### config.mk
export PLATFORM = sky130hd
export DESIGN_NAME = lifo_fifo_buffer_flat
export DESIGN_NICKNAME = d
export VERILOG_FILES = /design/src/rtl/lifo_fifo_buffer_if.sv /design/src/rtl/lifo_fifo_buffer.sv /design/src/flat_wrapper.sv
export SDC_FILE = /design/constraint.sdc
export NUM_CORES = 1
export LEC_CHECK = 0
export ABC_AREA = 1
export CAP_MARGIN = 5
export CORE_UTILIZATION = 40
export DETAILED_ROUTE_END_ITERATION = 10
export PLACE_DENSITY = 0.71
export SLEW_MARGIN = 5
export SYNTH_ARGS = -nofsm -noshare
export SYNTH_HDL_FRONTEND = slang
export SYNTH_SLANG_ARGS = --single-unit
export TNS_END_PERCENT = 50
### constraint.sdc
create_clock -name clk -period 6.55 [get_ports clk]
set_input_delay 1.31 -clock clk [delete_from_list [all_inputs] [get_ports clk]]
set_output_delay 1.31 -clock clk [all_outputs]
set_load 0.1 [all_outputs]
### src/rtl/lifo_fifo_buffer_if.sv
// Producer/consumer bus of the dual-mode FIFO/LIFO buffer.
// The slave side is the buffer. The master side is the client that drives requests.
interface lifo_fifo_buffer_if #(
  parameter int unsigned WIDTH = 8,
  parameter int unsigned DEPTH = 8
) ();
  localparam int unsigned CW = $clog2(DEPTH) + 1;

  logic             mode;
  logic             flush;
  logic             wren;
  logic [WIDTH-1:0] wr_data;
  logic             ren;
  logic             clr_err;
  logic [WIDTH-1:0] rd_data;
  logic             rd_valid;
  logic [CW-1:0]    count;
  logic             full;
  logic             empty;
  logic             almost_full;
  logic             almost_empty;
  logic             act_mode;
  logic             overflow;
  logic             underflow;
  logic             mode_err;

  modport master (
    output mode, flush, wren, wr_data, ren, clr_err,
    input  rd_data, rd_valid, count, full, empty, almost_full, almost_empty,
           act_mode, overflow, underflow, mode_err
  );

  modport slave (
    input  mode, flush, wren, wr_data, ren, clr_err,
    output rd_data, rd_valid, count, full, empty, almost_full, almost_empty,
           act_mode, overflow, underflow, mode_err
  );
endinterface

### src/rtl/lifo_fifo_buffer.sv
// Single-clock buffer that works as a FIFO queue or a LIFO stack, selected at run time.
// It has registered read data, occupancy flags and sticky error flags.
module lifo_fifo_buffer #(
  parameter int unsigned WIDTH    = 8,
  parameter int unsigned DEPTH    = 8,
  parameter int unsigned AF_LEVEL = DEPTH - 2,
  parameter int unsigned AE_LEVEL = 1
) (
  input logic               clk,
  input logic               rst_n,
  lifo_fifo_buffer_if.slave bus
);
  localparam int unsigned AW = $clog2(DEPTH);
  localparam int unsigned CW = AW + 1;

  typedef enum logic {MODE_FIFO = 1'b0, MODE_LIFO = 1'b1} mode_e;

  logic [WIDTH-1:0] r_mem [DEPTH];
  logic [AW-1:0]    r_wptr;
  logic [AW-1:0]    r_rptr;
  logic [CW-1:0]    r_count;
  logic [WIDTH-1:0] r_rd_data;
  logic             r_rd_valid;
  mode_e            r_mode;
  logic             r_overflow;
  logic             r_underflow;
  logic             r_mode_err;
  logic             r_full;
  logic             r_empty;
  logic             r_almost_full;
  logic             r_almost_empty;

  logic             w_empty;
  logic             w_full;
  logic             w_wr_acc;
  logic             w_rd_acc;
  logic             w_ovf;
  logic             w_udf;
  logic             w_merr;
  logic             w_mode_ld;
  logic [AW-1:0]    w_top;
  logic [AW-1:0]    w_widx;
  logic [AW-1:0]    w_ridx;
  logic [CW-1:0]    w_count_nxt;

  // Acceptance, error detection and addressing for this cycle
  always_comb begin
    w_empty   = (r_count == '0);
    w_full    = (r_count == CW'(DEPTH));
    w_wr_acc  = !bus.flush && bus.wren && (!w_full || bus.ren);
    w_rd_acc  = !bus.flush && bus.ren && !w_empty;
    w_ovf     = !bus.flush && bus.wren && !bus.ren && w_full;
    w_udf     = !bus.flush && bus.ren && w_empty;
    w_merr    = !bus.flush && (mode_e'(bus.mode) != r_mode) && !w_empty;
    w_mode_ld = !bus.flush && w_empty && !w_wr_acc;
    w_top     = AW'(r_count - CW'(1));
    w_widx    = r_wptr;
    w_ridx    = r_rptr;
    // A stack push with a simultaneous pop replaces the top slot.
    if (r_mode == MODE_LIFO) begin
      w_widx = w_rd_acc ? w_top : AW'(r_count);
      w_ridx = w_top;
    end
    w_count_nxt = r_count + CW'(w_wr_acc) - CW'(w_rd_acc);
    if (bus.flush) begin
      w_count_nxt = '0;
    end
  end

  always_ff @(posedge clk) begin
    if (w_wr_acc) begin
      r_mem[w_widx] <= bus.wr_data;
    end
  end

  always_ff @(posedge clk or negedge rst_n) begin
    if (!rst_n) begin
      r_wptr         <= '0;
      r_rptr         <= '0;
      r_count        <= '0;
      r_rd_data      <= '0;
      r_rd_valid     <= 1'b0;
      r_mode         <= MODE_FIFO;
      r_overflow     <= 1'b0;
      r_underflow    <= 1'b0;
      r_mode_err     <= 1'b0;
      r_full         <= 1'b0;
      r_empty        <= 1'b1;
      r_almost_full  <= (AF_LEVEL == 0);
      r_almost_empty <= 1'b1;
    end else begin
      r_count        <= w_count_nxt;
      r_rd_valid     <= w_rd_acc;
      r_full         <= (w_count_nxt == CW'(DEPTH));
      r_empty        <= (w_count_nxt == '0);
      r_almost_full  <= (w_count_nxt >= CW'(AF_LEVEL));
      r_almost_empty <= (w_count_nxt <= CW'(AE_LEVEL));
      if (w_rd_acc) begin
        r_rd_data <= r_mem[w_ridx];
      end
      if (w_mode_ld) begin
        r_mode <= mode_e'(bus.mode);
      end
      if (bus.flush) begin
        r_wptr <= '0;
        r_rptr <= '0;
      end else begin
        if (r_mode == MODE_FIFO) begin
          r_wptr <= r_wptr + AW'(w_wr_acc);
          r_rptr <= r_rptr + AW'(w_rd_acc);
        end
        // A new error in the same cycle as a clear keeps the flag set.
        r_overflow  <= w_ovf  || (r_overflow  && !bus.clr_err);
        r_underflow <= w_udf  || (r_underflow && !bus.clr_err);
        r_mode_err  <= w_merr || (r_mode_err  && !bus.clr_err);
      end
    end
  end

  assign bus.rd_data      = r_rd_data;
  assign bus.rd_valid     = r_rd_valid;
  assign bus.count        = r_count;
  assign bus.full         = r_full;
  assign bus.empty        = r_empty;
  assign bus.almost_full  = r_almost_full;
  assign bus.almost_empty = r_almost_empty;
  assign bus.act_mode     = r_mode;
  assign bus.overflow     = r_overflow;
  assign bus.underflow    = r_underflow;
  assign bus.mode_err     = r_mode_err;
endmodule

### src/flat_wrapper.sv
// flat-port wrapper written by rule: the top's interface ports become plain ports
module lifo_fifo_buffer_flat 
#(
  parameter int unsigned WIDTH    = 8,
  parameter int unsigned DEPTH    = 8,
  parameter int unsigned AF_LEVEL = DEPTH - 2,
  parameter int unsigned AE_LEVEL = 1
)
  (clk, rst_n, bus_mode, bus_flush, bus_wren, bus_wr_data, bus_ren, bus_clr_err, bus_rd_data, bus_rd_valid, bus_count, bus_full, bus_empty, bus_almost_full, bus_almost_empty, bus_act_mode, bus_overflow, bus_underflow, bus_mode_err);
  lifo_fifo_buffer_if #(.WIDTH(WIDTH), .DEPTH(DEPTH)) bus_i ();
  input logic clk;
  input logic rst_n;
  input wire logic [$bits(bus_i.mode)-1:0] bus_mode;
  input wire logic [$bits(bus_i.flush)-1:0] bus_flush;
  input wire logic [$bits(bus_i.wren)-1:0] bus_wren;
  input wire logic [$bits(bus_i.wr_data)-1:0] bus_wr_data;
  input wire logic [$bits(bus_i.ren)-1:0] bus_ren;
  input wire logic [$bits(bus_i.clr_err)-1:0] bus_clr_err;
  output wire logic [$bits(bus_i.rd_data)-1:0] bus_rd_data;
  output wire logic [$bits(bus_i.rd_valid)-1:0] bus_rd_valid;
  output wire logic [$bits(bus_i.count)-1:0] bus_count;
  output wire logic [$bits(bus_i.full)-1:0] bus_full;
  output wire logic [$bits(bus_i.empty)-1:0] bus_empty;
  output wire logic [$bits(bus_i.almost_full)-1:0] bus_almost_full;
  output wire logic [$bits(bus_i.almost_empty)-1:0] bus_almost_empty;
  output wire logic [$bits(bus_i.act_mode)-1:0] bus_act_mode;
  output wire logic [$bits(bus_i.overflow)-1:0] bus_overflow;
  output wire logic [$bits(bus_i.underflow)-1:0] bus_underflow;
  output wire logic [$bits(bus_i.mode_err)-1:0] bus_mode_err;
  assign bus_i.mode = bus_mode;
  assign bus_i.flush = bus_flush;
  assign bus_i.wren = bus_wren;
  assign bus_i.wr_data = bus_wr_data;
  assign bus_i.ren = bus_ren;
  assign bus_i.clr_err = bus_clr_err;
  assign bus_rd_data = bus_i.rd_data;
  assign bus_rd_valid = bus_i.rd_valid;
  assign bus_count = bus_i.count;
  assign bus_full = bus_i.full;
  assign bus_empty = bus_i.empty;
  assign bus_almost_full = bus_i.almost_full;
  assign bus_almost_empty = bus_i.almost_empty;
  assign bus_act_mode = bus_i.act_mode;
  assign bus_overflow = bus_i.overflow;
  assign bus_underflow = bus_i.underflow;
  assign bus_mode_err = bus_i.mode_err;
  lifo_fifo_buffer #(.WIDTH(WIDTH), .DEPTH(DEPTH), .AF_LEVEL(AF_LEVEL), .AE_LEVEL(AE_LEVEL)) u_core (.clk(clk), .rst_n(rst_n), .bus(bus_i));
endmodule
## After elaboration in Yosys (flattened, before gate mapping)

Memory sizes are Yosys's and may differ from the RTL's. A register that Yosys moved wholly into a read port is not among the register bits.
Cells that the tools add are included.
W data, S select, Z words.

- $add $sub $neg: 5
- $mul: 0
- Div/mod/pow operators: 0
- Order comparisons: 2
- Eq/ne operators: 4
- Shift operators: 0
- Mux-type cells: 10
- Bitwise logic cells: 0
- Reductions and logical operators: 27

Operators by type and width:

| operator | count |
|---|---|
| $mux W3 | 7 |
| $logic_and A1 B1 Y1 | 14 |
| $eq A4 B4 Y1 const B | 2 |
| $logic_not A4 Y1 | 2 |
| $logic_not A1 Y1 | 7 |
| $add A3 B1 Y3 | 2 |
| $add A4 B1 Y4 | 1 |
| $ge A4 B3 Y1 const B | 1 |
| $le A4 B1 Y1 const B | 1 |
| $logic_or A1 B1 Y1 | 4 |
| $mux W4 | 1 |
| $sub A4 B1 Y4 | 1 |
| $sub A3 B1 Y3 const B | 1 |
| $mux W1 | 2 |
| $ne A2 B2 Y1 const B | 1 |
| $ne A1 B1 Y1 | 1 |

- Register bits: 19
- Latch bits: 0
- RAM bits: 64
- ROM bits: 0
- Input port bits: 15
- Output and inout bits: 21
- Word-level logic and storage cells: 61
- Memories: 1

Memory list:

| name | depth | bits a word | read ports | clocked after memory_dff | wr ports | line | text |
|---|---|---|---|---|---|---|---|
| u_core.r_mem | 8 | 8 | 1 | 1 | 1 | lifo_fifo_buffer.sv:18 | `logic [WIDTH-1:0] r_mem [DEPTH];` |

## Depth between registers and ports, before layout

Gate-level depths: netlist of run 1.

- Depth in word-level cells: 8
- Depth in mapped cells: 15

## Worst setup path after synthesis of run 1

OpenSTA, ideal clock, no wires.

- Path type: register to register
- From: register u_core.r_count[1] (netlist: u_core.bus.count[1])
- To: register u_core.r_almost_empty (netlist: u_core.bus.almost_empty)
- Arrival: 2.855 ns
- Data required time: 6.477 ns
- Setup slack: 3.622 ns
- Cell stages (with the launch flop): 15
- Buffers on the path: 0
- Path through: dfrtp_1 -> inv_1 -> ha_1 -> nand2_2 -> nand3_1 -> nand2_1 -> nand2_1 -> ha_1 -> fa_1 -> nand2_1 -> nand2_1 -> nor2_1 -> nor2_1 -> nand2_1 -> inv_1

- Word-level cells in the longest chain between the ends: 8
- Elaborated cells on any way between the ends: 11
- Those cells by class: add/sub (2); order compare (1); eq/ne (1); mux (1); reduce/logical (6)

RTL lines:

| element | line | text |
|---|---|---|
| start: declaration | lifo_fifo_buffer.sv:21 | `logic [CW-1:0] r_count;` |
| start signal: assignment | lifo_fifo_buffer.sv:92 | `r_count <= w_count_nxt;` |
| $eq A4 B4 Y1 | lifo_fifo_buffer.sv:49 | `w_full = (r_count == CW'(DEPTH));` |
| $logic_not A1 Y1 | lifo_fifo_buffer.sv:50 | `w_wr_acc = !bus.flush && bus.wren && (!w_full \|\| bus.ren);` |
| $logic_or A1 B1 Y1 | lifo_fifo_buffer.sv:50 |  |
| $logic_and A1 B1 Y1 | lifo_fifo_buffer.sv:50 |  |
| $add A4 B1 Y4 | lifo_fifo_buffer.sv:64 | `w_count_nxt = r_count + CW'(w_wr_acc) - CW'(w_rd_acc);` |
| $sub A4 B1 Y4 (*) | lifo_fifo_buffer.sv:64 |  |
| $mux W4 (*) | lifo_fifo_buffer.sv:65 | `if (bus.flush) begin` |
| net u_core.w_count_nxt[2] | lifo_fifo_buffer.sv:44 | `logic [CW-1:0] w_count_nxt;` |
| $le A4 B1 Y1 (*) | lifo_fifo_buffer.sv:97 | `r_almost_empty <= (w_count_nxt <= CW'(AE_LEVEL));` |
| end signal: assignment | lifo_fifo_buffer.sv:97 |  |
| end: declaration | lifo_fifo_buffer.sv:31 | `logic r_almost_empty;` |

The timed path passes the listed nets; every way through them passes the cells marked *.
A chain may end at the register's enable or synchronous reset.

## Worst setup path in the final report of run 1

- From: input port bus_flush
- To: memory u_core.r_mem[1][5], enable pin

- Word-level cells in the longest chain between the ends: 5
- Elaborated cells on any way between the ends: 9
- Those cells by class: mux (4); reduce/logical (5)

RTL lines:

| element | line | text |
|---|---|---|
| start: declaration | flat_wrapper.sv:14 | `input wire logic [$bits(bus_i.flush)-1:0] bus_flush;` |
| $logic_not A1 Y1 (*) | lifo_fifo_buffer.sv:50, lifo_fifo_buffer.sv:51 |  |
| $logic_and A1 B1 Y1 (on tied branches) (2 in series) | lifo_fifo_buffer.sv:51, lifo_fifo_buffer.sv:50 |  |
| $mux W3 or $mux W1 (tied branches) | lifo_fifo_buffer.sv:61, lifo_fifo_buffer.sv:71 |  |
| $mux W3 or $mux W1 (tied branches) | lifo_fifo_buffer.sv:60, lifo_fifo_buffer.sv:72 |  |
| end: declaration | lifo_fifo_buffer.sv:18 |  |

Every way passes the cells marked *; elsewhere a longest branch is shown, timed or not.

==> reports/results.tsv, run 1 <==
stage	metric	value	unit
placed_design	placed_cells_incl_taps	587	
grt	antenna_found_initial	0	
timing	unrepaired_setup_endpoints_after_global_routing	no	
finish	design_area	4873	µm²
setup_path	timing.critical_path.from_type	input port	
timing	tightest_slew	0.9896	ns
drt	met1Wirelength	4099	µm
timing	slew_violations	0	
synthesis	yosysTopAreaCell	edfxtp_1	
floorplanning	initial_utilization	41.28	%
synthesis	post_synth_inst_count	430	
placed_design	place_congestion	0.8364	
drt	detailroute.wirelength.met3	491	µm
setup_path	worstSetupEndpointType	flop	
power_and_ir_drop	cellPowerDensity	480.2	nW/µm²
drt	total_vias_in_the_final_route	2951	
flow_run	cap_violations	0	
drt	detail_route.iter0.violations	225	
drt	avgRoutedWirePerCell	14.76	µm
grt	first_global_vias	2875	
cts	numClockSinks	91	
timing	timing.final.crit_period	3.858	ns
setup_path	worst_ep_required_time	6.56	ns
finish	layout.core_utilization	47.00	%
setup_path	timing.critical_path.fanout_max	13	
hold_path	hold_path.class	flop to flop	
timing	maximum_clock_frequency	259.2	MHz
drt	met2_wire_len	4167	µm
grt	grt_start_max_net_pins	28	
power_and_ir_drop	worst_ir_drop_vdd	0.3087	mV
cts	clockRootBuffer	clkbuf_8	
drt	route.final.wire_length	8898	µm
placed_design	dp_hpwl	6376	µm
cts	htreeDepth	3	
finish	layout.area.seq	2600	µm²
grt	global_route_wire_length_before_repair	14780	µm
placed_design	postPlaceCellArea	4697	µm²
grt	gr-total-overflow	0	
synthesis	synth-seq-area-share	60.74	%
synthesis	share_of_the_synthesized_area_in_the_top_cell_type	44.90	%
synthesis	netlist-cell-type-count	29	
floorplanning	die_x	105.4	µm
finish	area_overhead_vs_synth	13.86	%
synthesis	ys_top_cells_by_count	90 x nand3_1, 85 x nand2_1, 74 x inv_1, 64 x edfxtp_1, 25 x dfrtp_1	
power_and_ir_drop	power.switching	1.177	mW
grt	groute.usage.overall	17.66	%
status	outcome	completed	
drt	ant_nets	0	
timing	fin_worst_hold_slack	0.4833	ns
cts	ctsHoldBuffers	0	
floorplanning	core_footprint	10370	µm²
finish	multi_input_comb_area	1267	µm²
cts	cts_repair_resize_count	0	
cts	cts_setup_buffers	0	
drt	first_pass_iters	5	
finish	number_of_nets_in_the_final_layout	487	
power_and_ir_drop	p_leak	2.133	nW
synthesis	yosys_register_bits	91	
synthesis	synthesis.yosys.warnings	0	
timing	fin_crit_sh	58.90	%
synthesis	synth_area	4280	µm²
finish	filler_cell_count	984	
timing	slew_headroom	33.82	%
synthesis	syn_area_per_cell	9.954	µm²
power_and_ir_drop	internal_power	1.163	mW
synthesis	synth_top_flop_cell	edfxtp_1	
timing	timing.setup.tns	0	ns
cts	cts_inserted_buffers	9	
cts	clock_tree.buffer_depth	2	
finish	final-instance-count-excl-fill	603	
power_and_ir_drop	clockPowerShare	14.7	%
timing	finalHoldViolCount	0	
drt	detail_route.drc_violations	0	
timing	clock-skew-final	0.008932	ns
synthesis	async_reset_ff_share	29.67	%
floorplanning	floorplan.die_area	11120	µm²
timing	setup_viol	0	
power_and_ir_drop	combinationalPowerShare	52.6	%
drt	avgViaCountPerCell	4.894	
setup_path	arrival	3.87	ns
finish	n_antenna_cell	0	
floorplanning	std_cell_rows	37	
setup_path	crit_type	input port to flop	
cts	tritoncts	built	
finish	layout-drive-gt1-share	7.709	%
synthesis	post-synth-top-count-cell	nand3_1	
cts	clk-insertion-delay-late	0.37	ns
placed_design	io_port_bufs	35	
synthesis	synth_edf_count	64	
drt	highest_layer	met4	
synthesis	synth.net_count	455	
floorplanning	io_pins	36	
power_and_ir_drop	share_seq_of_total_power	32.7	%
synthesis	synth_area_leaders	edfxtp_1 45%, dfrtp_1 15%, nand3_1 11%	
floorplanning	die_h	105.4	µm
power_and_ir_drop	swShare	50.29	%
cts	clk_transition_reported_paths	0.09	ns
cells in the final DEF, fill, tap and decap left out, types with 2 or more instances in the layout:
cell type,instances
clkdlybuf4s50_1,35
dfrtp_1,25
inv_4,2
nand3_1,90
o21ai_2,2
nor2_1,16
inv_1,74
nand2_4,2
nand3_2,2
nor3_1,3
inv_2,3
o21ai_0,8
nand4_1,2
o31ai_1,2
clkbuf_8,9
a21oi_1,5
nand3b_1,8
nand2_2,5
dfstp_2,2
ha_1,9
edfxtp_1,64
nand2_1,85
clkinvlp_4,2
metrics by stage:
| stage | power (mW) | setup WS, ns |
|---|---|---|
| after global placement | 1.993 | 2.383 |
| final | 2.340 | 2.692 |
| after floorplan | 1.753 | 3.622 |
| after CTS | 2.345 | 2.718 |
| after detailed placement | 2.002 | 2.313 |
| after global routing | 2.478 | 2.377 |
cell families (layout without fill, tap and decap cells):
family	count (synthesis)	after routing	synth area share [%]
XOR/XNOR	1	1	0.2047
buffers and inverters	94	131	9.646
AND/OR/NAND/NOR	215	215	23.44
AO/OA/AOI/OAI	19	19	2.865
adder cells (fa/ha/maj)	10	10	3.099
flip-flops	91	91	60.74
power by group through the flow:
stage | clock (mW) | sequential, mW | combinational, mW
floorplan | 0 | 1.16 | 0.595
global placement | 0 | 0.778 | 1.21
detailed placement | 0 | 0.780 | 1.22
CTS | 0.350 | 0.767 | 1.23
global route | 0.372 | 0.777 | 1.33
finish | 0.344 | 0.766 | 1.23
final cells by class:
type / count / area share (%)
multi-input combinational: 245 / 26.01
sequential: 91 / 53.35
timing repair buffer: 36 / 7.343
clock buffer: 10 / 2.619
inverter: 79 / 6.187
clock inverter: 6 / 1.001
tap: 136 / 3.492
layer usage:
layer	global-route usage, %	vias up
met5	0	-
met4	5.533	0
met3	4.762	9
met2	28.05	101
met1	23.56	1367
li1	-	1474
worst max-delay path: stages:
cell             delay, ns
clkdlybuf4s50_1       0.61
inv_2                 0.28
nand2_1               0.11
nor2_2                0.39
nand2_1               0.20
nand2_1               0.12
nand2_1               0.09
nand2_1               0.10
nand2_1               0.11
nor2_1                0.55
sequential cells by signal, indices dropped and copies added, names as in the netlist, 3 cells and up:
| signal | count |
|---|---|
| u_core.r_mem | 64 |
| u_core.r_wptr | 3 |
| u_core.bus.count | 4 |
| u_core.r_rptr | 3 |
| u_core.bus.rd_data | 8 |
final timing paths:
check / slack [ns] / start / endpoint / cells past startpoint
max: 2.69 / bus_flush / u_core.r_mem[1][5] / 10
max in group asynchronous: 4.94 / rst_n / u_core.bus.empty / 2
min: 0.48 / u_core.bus.rd_data[0] / u_core.bus.rd_data[0] / 2
min in group asynchronous: 1.32 / rst_n / u_core.bus.almost_full / 2
min reg2reg: 0.48 / u_core.bus.rd_data[0] / u_core.bus.rd_data[0] / 2
max reg2reg: 3.65 / u_core.bus.count[0] / u_core.r_mem[1][5] / 11
Power figures use the tool's default switching activity.
==> inputs of run 2 (changes only) <==
- clock period: 6.55 -> 4 ns (I/O delays scaled with it)
==> run 2 against run 1 <==
  * Cell area rose by 0.49%
  * Non-clock buffer count grew 3
  * Cell count increased by 0.50%
  * Sequential cell count is the same
  * Clock skew is 0.0023 ns higher
  * First-iteration DRC count rose by 6.2%
  * Count of clock-buffer cells in the layout down 1
  * Combinational power up 65%
  * Global-route usage fell by 0.35 points
  * Critical endpoint is now u_core.r_mem[5][5]
  * Highest routed layer unchanged
==> reports/results.tsv, run 2 (synthesis gave the netlist of run 1 again) <==
stage	metric	value	unit	change
finish	leading_cell_types_in_the_layout_fill_and_taps_excluded	90 x nand3_1, 85 x nand2_1, 74 x inv_1		
power_and_ir_drop	share_seq_of_total_power	32.5	%	-0.2 points
setup_path	worstSetupEndpointType	flop		
placed_design	place_congestion	0.8552		+2.2%
floorplanning	io_pins	36		unchanged
grt	grt_util_met2	29.32	%	+1.3 points
floorplanning	die_x	105.4	µm	unchanged
flow_run	cap_violations	0		unchanged
grt	global_route_wire_length_before_repair	14630	µm	-1.0%
placed_design	dp_hpwl	6296	µm	-1.2%
power_and_ir_drop	worst_ir_drop_vdd	0.4911	mV	+59%
cts	cts_setup_buffers	0		unchanged
placed_design	pre_cts_ws	0.7791	ns	-1.534 ns
drt	total_vias_in_the_final_route	3091		+4.7%
cts	cts_inserted_buffers	9		unchanged
timing	clock-skew-final	0.01122	ns	+0.002287 ns
setup_path	timing.critical_path.from_type	input port		
power_and_ir_drop	cellPowerDensity	785.8	nW/µm²	+64%
hold_path	hold_path.class	flop to flop		
floorplanning	initial_utilization	41.28	%	unchanged
drt	detail_route.iter0.violations	239		+6.2%
timing	timing.setup.tns	0	ns	unchanged
cts	ctsHoldBuffers	0		unchanged
timing	slew_violations	0		unchanged
grt	top_usage_layer	met2		
cts	clockRootBuffer	clkbuf_8		
floorplanning	floorplan.die_area	11120	µm²	unchanged
floorplanning	core_footprint	10370	µm²	unchanged
cts	cts_repair_resize_count	0		unchanged
power_and_ir_drop	power.switching	1.936	mW	+65%
grt	grt_start_max_net_pins	28		unchanged
power_and_ir_drop	swShare	50.32	%	about the same
status	outcome	completed		
setup_path	arrival	2.88	ns	-0.99 ns
timing	finalHoldViolCount	0		unchanged
grt	first_global_vias	3121		+8.6%
power_and_ir_drop	clockPowerShare	14.9	%	+0.2 points
floorplanning	die_h	105.4	µm	unchanged
cts	clk-insertion-delay-late	0.36	ns	about the same
finish	area_overhead_vs_synth	14.41	%	
timing	setup_viol	0		unchanged
timing	setup_ws	1.119	ns	-1.573 ns
grt	groute.usage.overall	17.31	%	-0.35 points
cts	clock_tree.buffer_depth	2		unchanged
drt	route.final.wire_length	8667	µm	-2.6%
placed_design	io_port_bufs	35		unchanged
finish	layout-drive-gt1-share	8.723	%	+1.0 points
floorplanning	std_cell_rows	37		unchanged
timing	fin_crit_sh	72.02	%	
cts	numClockSinks	91		unchanged
grt	grt.met1_usage	21.08	%	-2.5 points
cts	htreeDepth	3		unchanged
grt	gr-total-overflow	0		unchanged
finish	filler_cell_count	964		-2.0%
drt	first_pass_iters	5		unchanged
finish	number_of_nets_in_the_final_layout	490		+0.62%
timing	timing.final.crit_period	2.881	ns	
timing	unrepaired_setup_endpoints_after_global_routing	no		
timing	maximum_clock_frequency	347.1	MHz	
finish	largest_register_ff_count	64		unchanged
finish	n_antenna_cell	0		unchanged
timing	tightest_slew	0.9787	ns	-0.01085 ns
finish	largest_register	u_core.r_mem		
drt	avgViaCountPerCell	5.101		+4.2%
cts	clk_transition_reported_paths	0.09	ns	about the same
grt	antenna_found_initial	0		unchanged
cts	tritoncts	built		
drt	ant_nets	0		unchanged
drt	detail_route.drc_violations	0		unchanged
setup_path	timing.critical_path.fanout_max	13		unchanged
grt	gr_layer_usage_met3	4.947	%	+0.19 points
drt	avgRoutedWirePerCell	14.30	µm	-3.1%
power_and_ir_drop	combinationalPowerShare	52.7	%	about the same
power_and_ir_drop	p_leak	2.160	nW	+1.2%
setup_path	crit_type	input port to flop		
setup_path	worst_ep_required_time	4.00	ns	-2.56 ns
finish	final_common_cell	nand3_1		
timing	slew_headroom	34.55	%	+0.73 points
power_and_ir_drop	internal_power	1.912	mW	+64%
==> run 2: changes by cell type in the layout (fill, tap and decap cells not counted), sizes merged <==
cell and change:
buf +4, clkbuf -1, clkdlybuf4s50 -1, clkinv +1
clkinvlp -2, inv +2
==> run 2: worst paths after layout <==
| check | from | end | slack, ns | cells after the start |
|---|---|---|---|---|
| setup / recovery | bus_flush | u_core.r_mem[5][5] | 1.12 | 10 |
| hold / removal | u_core.bus.rd_data[1] | u_core.bus.rd_data[1] | 0.49 | 2 |
| setup reg to reg | u_core.bus.count[0] | u_core.r_mem[5][5] | 1.34 | 11 |
| hold reg to reg | u_core.bus.rd_data[1] | u_core.bus.rd_data[1] | 0.49 | 2 |
| max in group asynchronous | rst_n | u_core.bus.empty | 2.88 | 2 |
| min in group asynchronous | rst_n | u_core.bus.rd_data[7] | 0.82 | 2 |
==> run 2: critical path, cell delays in order <==
cell and delay [ns]:
clkdlybuf4s50_1 0.43, inv_2 0.19, nand2_1 0.10, nor2_2 0.24
nand2_1 0.16, nand2_1 0.11, nand2_1 0.07, nand2_1 0.10
nand2_1 0.14, nor2_1 0.53
==> run 2: through the flow <==
stage	std cells	cell area [µm²]	hold WS, ns	util (%)	power [mW]
2_1_floorplan	430	4280	0.4893	-	2.870
3_3_place_gp	590	4717	0.4714	45.49	3.252
3_5_place_dp	590	4717	0.4713	45.49	3.282
4_1_cts	606	4897	0.4936	47.22	3.855
5_1_grt	606	4897	0.5142	47.22	4.094
6_report	606	4897	0.4919	47.22	3.848
==> run 2: layout make-up <==
class	instances	area, µm²	share of cell area [%]
clock buffers	9	123.9	2.529
clock inverters	7	56.30	1.150
inverters	79	301.5	6.157
multi-input cells	245	1267	25.88
flip-flops and latches	91	2600	53.09
well taps	136	170.2	3.475
repair buffers	39	377.9	7.716
==> run 2: per-layer routing <==
layer  up-vias  routed length, µm
met5         -                  0
met4         0                104
met3        14                568
met2       121               4252
met1      1468               3741
li1       1488                  -
==> run 2: power by group through the flow <==
stage	registers (mW)	clock network [mW]	logic, mW
CTS	1.25	0.587	2.02
detailed placement	1.27	0	2.01
floorplan	1.90	0	0.974
global placement	1.27	0	1.98
global route	1.27	0.627	2.20
finish	1.25	0.572	2.03
